### config.mk
export PLATFORM = sky130hd
export DESIGN_NAME = fifo_stream_reader
export DESIGN_NICKNAME = d
export VERILOG_FILES = /design/src/rtl/fifo_stream_reader.sv
export SDC_FILE = /design/constraint.sdc
export NUM_CORES = 1
export LEC_CHECK = 0
export CORE_MARGIN = 3
export CORE_UTILIZATION = 40
export CTS_BUF_LIST = sky130_fd_sc_hd__clkbuf_4 sky130_fd_sc_hd__clkbuf_8
export CTS_CLUSTER_DIAMETER = 200
export CTS_CLUSTER_SIZE = 10
export DETAILED_ROUTE_END_ITERATION = 10
export PLACE_DENSITY_LB_ADDON = 0.08
export SLEW_MARGIN = 20
export SYNTH_ARGS = -nofsm -noshare
export SYNTH_HDL_FRONTEND = slang
export SYNTH_SLANG_ARGS = --single-unit
### constraint.sdc
create_clock -name clk -period 2.4 [get_ports clk]
set_clock_uncertainty 0.1 [all_clocks]
set_input_delay 0.36 -clock clk [delete_from_list [all_inputs] [get_ports clk]]
set_output_delay 0.36 -clock clk [all_outputs]
set_load 0.05 [all_outputs]
### src/rtl/fifo_stream_reader.sv
// ---------------------------------------------------------------------------
// fifo_stream_reader
//
// Read-side consumer for a synchronous FIFO with a registered read port
// (one-cycle read latency). It issues FIFO reads, absorbs the read latency
// in a two-entry skid buffer and presents the words as a valid/ready stream.
// With m_ready held high it sustains one word per cycle, and no word is lost
// or duplicated under any pattern of backpressure.
//
// Ports
//   clk         in   1           single clock, rising edge
//   rst_n       in   1           asynchronous, active-low reset
//   flush       in   1           synchronous clear of buffer and in-flight read
//   fifo_empty  in   1           FIFO empty flag
//   fifo_rd_en  out  1           FIFO read request (combinational)
//   fifo_dout   in   DATA_WIDTH  FIFO read data, valid the cycle after a read
//   m_valid     out  1           stream data valid
//   m_ready     in   1           stream consumer ready
//   m_data      out  DATA_WIDTH  stream data (oldest buffered word)
//   buf_cnt     out  2           words held in the skid buffer (0..2)
//   beat_cnt    out  CNT_WIDTH   delivered-beat counter, wraps
// ---------------------------------------------------------------------------
module fifo_stream_reader #(
    parameter int DATA_WIDTH = 8,
    parameter int CNT_WIDTH  = 16
) (
    input  logic                  clk,
    input  logic                  rst_n,
    input  logic                  flush,
    input  logic                  fifo_empty,
    output logic                  fifo_rd_en,
    input  logic [DATA_WIDTH-1:0] fifo_dout,
    output logic                  m_valid,
    input  logic                  m_ready,
    output logic [DATA_WIDTH-1:0] m_data,
    output logic [1:0]            buf_cnt,
    output logic [CNT_WIDTH-1:0]  beat_cnt
);

    localparam logic [CNT_WIDTH-1:0] BEAT_ONE = {{(CNT_WIDTH-1){1'b0}}, 1'b1};

    logic [DATA_WIDTH-1:0] head_q, head_d;
    logic [DATA_WIDTH-1:0] tail_q, tail_d;
    logic [1:0]            cnt_q, cnt_d;
    logic                  inflight_q, inflight_d;
    logic [CNT_WIDTH-1:0]  beat_q, beat_d;

    logic       pop;
    logic       capture;
    logic [2:0] occupancy;
    logic [1:0] wr_idx;

    // A beat presented during flush is dropped, so it is neither a pop nor
    // counted; likewise a word returning from the FIFO during flush is discarded.
    assign m_valid = (cnt_q != 2'd0);
    assign pop     = m_valid & m_ready & ~flush;
    assign capture = inflight_q & ~flush;

    // Space left after this cycle's pop must also cover the read already in
    // flight; this keeps cnt + inflight <= 2, so the buffer cannot overflow.
    // The m_ready -> fifo_rd_en path through pop is deliberate and is what
    // allows full throughput with a two-entry buffer.
    assign occupancy  = {1'b0, cnt_q} + {2'b00, inflight_q} - {2'b00, pop};
    assign fifo_rd_en = rst_n & ~fifo_empty & ~flush & (occupancy < 3'd2);

    // The returning word lands behind anything leaving the buffer this cycle.
    assign wr_idx = cnt_q - {1'b0, pop};

    assign m_data   = head_q;
    assign buf_cnt  = cnt_q;
    assign beat_cnt = beat_q;

    // Next-state logic: shift on pop, then place the captured word, then
    // update the occupancy and the beat counter.
    always_comb begin
        head_d     = head_q;
        tail_d     = tail_q;
        cnt_d      = cnt_q;
        inflight_d = inflight_q;
        beat_d     = beat_q;

        if (flush) begin
            cnt_d      = 2'd0;
            inflight_d = 1'b0;
        end else begin
            inflight_d = fifo_rd_en;

            if (pop) begin
                head_d = tail_q;
                beat_d = beat_q + BEAT_ONE;
            end

            if (capture) begin
                if (wr_idx == 2'd0) begin
                    head_d = fifo_dout;
                end else begin
                    tail_d = fifo_dout;
                end
            end

            cnt_d = cnt_q + {1'b0, capture} - {1'b0, pop};
        end
    end

    // State registers; reset clears the buffer, the in-flight read and the
    // beat counter immediately.
    always_ff @(posedge clk or negedge rst_n) begin
        if (!rst_n) begin
            head_q     <= '0;
            tail_q     <= '0;
            cnt_q      <= 2'd0;
            inflight_q <= 1'b0;
            beat_q     <= '0;
        end else begin
            head_q     <= head_d;
            tail_q     <= tail_d;
            cnt_q      <= cnt_d;
            inflight_q <= inflight_d;
            beat_q     <= beat_d;
        end
    end

endmodule

==> impl_metrics.csv <==
group,metric,value,unit
logic_synthesis,ys_ff_latch,35,
finish,area_growth,41.2,%
logic_synthesis,synth_top_cells_by_area,"dfrtp_1, xnor2_1, mux2_2, a221o_1, and3_1",
worst_setup_path,arrival,1.99,ns
route,drt_first_pass_iters,4,
floorplan,die_w,69.3,um
sta,tns,-0.0534,ns
floorplan,initial_utilization,42.5,%
sta,period_share,102,%
finish,fillCellCount,299,
run,drv_cap,0,
floorplan,die_y,69.3,um
floorplan,io_pins,41,
hold_path,hp-class,"reg -> reg",
sta,slew_headroom,65.9,%
finish,drive_above_1_share,23.0,%
logic_synthesis,netlist_area,0.00160,mm^2
pwr,leakagePower,1.02,nW
pwr,power,1.86,mW
sta,period_needed,2.45,ns
worst_setup_path,start_kind,"primary input",
hold_path,holdPathStages,1,
global_route,grt.overflow.total,0,
finish,multi_input_area,749,um^2
pwr,ir_drop,0.432,mV
route,ant_nets,0,
hold_path,hp-start,"beat_cnt[15]",
logic_synthesis,ys_seq_area_share,54.6,%
sta,fmax,408,MHz
route,first_iter_violations,73,
floorplan,std_cell_rows,22,
clocking,cts_tree,"built",
worst_setup_path,cp_max_fo,2,
clocking,clk_transition_reported_paths,0.06,ns
run_status,status,"finished with violations",
clocking,cts_root_buf,"clkbuf_8",
global_route,grt_pass1_wl,5.95,mm
clocking,ctsHoldBuffers,0,
route,post_drt_wl_per_cell,14.6,um
global_route,antenna_found_initial,0,
clocking,cts_buffers,5,
logic_synthesis,yosys.area.top_type,"dfrtp_1",
placed_design,place_congestion,0.752,
global_route,grt_usage,15.3,%
global_route,grt_max_degree,36,
clocking,cts_sinks,35,
logic_synthesis,syn_inst,130,
logic_synthesis,synth.distinct_cells,29,
clocking,cts-htree-levels,2,
worst_setup_path,cp_cell_sequence,"clkdlybuf4s15_1, nand2b_4, xnor2_2, nand2_1, fa_1, nand2_2, nor4_4, buf_12",
logic_synthesis,synth_top_area_share,54.6,%
clocking,max-clock-path-buffers,2,
logic_synthesis,yosys_warnings,0,
sta,fin_ws,-0.0534,ns
sta,finalMaxSlewViolations,0,
sta,final_hold_viol_count,0,
worst_setup_path,reg2reg_from,"buf_cnt[1]",
worst_setup_path,r2r_slack,0.58,ns
finish,insertedDiodeCount,0,
placed_design,dpl.hpwl,2.46,mm
run_status,violations,"negative setup slack",
pwr,power-per-cell-area,823,mW/mm^2
clocking,clock_latency,0.28,ns
route,totalWireLength,3.37,mm
floorplan,core_area,0.00377,mm^2
finish,regArea,878,um^2
sta,rsz0062_at_grt,"true",
logic_synthesis,syn-num-nets,146,
sta,setup-violations-final,1,
sta,max_slew.worst_pin.slew,0.509,ns
hold_path,holdPathEnd,"beat_cnt[15]",
route,vias,1213,
worst_setup_path,critPathMaxStageDelay,0.55,ns
worst_setup_path,crit_type,"in -> out",
worst_setup_path,slowest_stage,"fa_1",
placed_design,portBuffers,40,
route,drc,0,
logic_synthesis,synth_area_per_cell,12.3,um^2
worst_setup_path,end_kind,"primary output",
worst_setup_path,timing.rr.end,"m_data[4]",
finish,final_nets,199,
worst_setup_path,crit_required,1.94,ns
worst_setup_path,r2r_cells,4,
route,via_per_inst,5.25,
global_route,grt_pass1_vias,1266,
placed_design,post-place-ws,-0.354,ns
floorplan,dieArea,0.00480,mm^2
## logic make-up after synthesis
group,count (synthesis),share of synthesized area [%]
multiplexers,8,5.62
flip-flops,35,54.6
buffers and inverters,5,1.64
XOR/XNOR,19,10.4
AO/OA/AOI/OAI,9,5.54
AND/OR/NAND/NOR,51,19.4
adder cells (fa/ha/maj),3,2.81
## registers in the layout, summed over array words and instances (netlist names)
signal,count
buf_cnt,2
m_data,8
tail_q,8
inflight_q,1
beat_cnt,16
## Yosys cell counts, drive strengths merged
master	count
and3	9
inv	1
nand3	4
dfrtp	35
or3	1
nor4	2
nand4	8
fa	1
xnor2	17
mux2	8
and2	1
buf	4
nand2	8
nor2	5
a221o	7
and2b	2
nor3	6
nand2b	2
o21bai	2
or2	1
and4	2
xor2	2
ha	2
## per-stage QoR
| stage | util (%) | hold slack [ns] | instances | cell area, um^2 |
|---|---|---|---|---|
| floorplan | - | -0.0356 | 130 | 1650 |
| global placement | 57.2 | 0.363 | 223 | 2160 |
| detailed placement | 57.2 | 0.381 | 223 | 2160 |
| CTS | 60.0 | 0.373 | 231 | 2260 |
| global route | 60.0 | 0.391 | 231 | 2260 |
| finish | 60.0 | 0.382 | 231 | 2260 |
## worst max-delay path: cells and delay by family
family	cells	cell delay [ns]
buf+inv	2	0.36
fa+ha+maj	1	0.55
simple gates	4	0.58
xor+xnor	1	0.14
## per-layer routing
| metal | track usage (%) | vias to the layer above | share of wire, % |
|---|---|---|---|
| met5 | 0 | - | 0 |
| met4 | 6.07 | 0 | 1.8 |
| met3 | 4.20 | 7 | 5.7 |
| met2 | 25.8 | 36 | 49 |
| met1 | 18.4 | 598 | 44 |
| li1 | - | 572 | - |
## where the power goes
part,total (mW),internal (mW),switching (mW)
clock,0.422,0.225,0.197
sequential,0.763,0.687,0.0764
combinational,0.677,0.263,0.415
## worst max-delay path by stage
stage,from,endpoint,cells after the start
after floorplan,buf_cnt[1],fifo_rd_en,6
after CTS,inflight_q,fifo_rd_en,6
after global routing,inflight_q,fifo_rd_en,6
final,flush,fifo_rd_en,8
after detailed placement,flush,fifo_rd_en,8
after global placement,flush,fifo_rd_en,8
## layout make-up
type	count	area share, %
Multi-Input combinational cell	90	33.1
Inverter	1	0.166
Tap cell	48	2.65
Clock buffer	6	3.65
Timing Repair Buffer	50	21.4
Sequential cell	35	38.8
Clock inverter	1	0.221
## placed cells by master (no fill, tap or decap), drive strengths merged, types with 6 or more instances in the layout
cell and instances:
clkdlybuf4s50 37, dfrtp 35, xnor2 17, buf 11
and3 9, nand4 8, mux2 8, nand2 8
a221o 7, clkbuf 6, nor3 6
## repair_timing
item	4_1_cts	5_1_grt
gates resized for setup	5	0
buffers inserted	2	0
endpoints found under the setup margin	1	1
pin swaps	5	0
(Power assumes the default switching activity.)
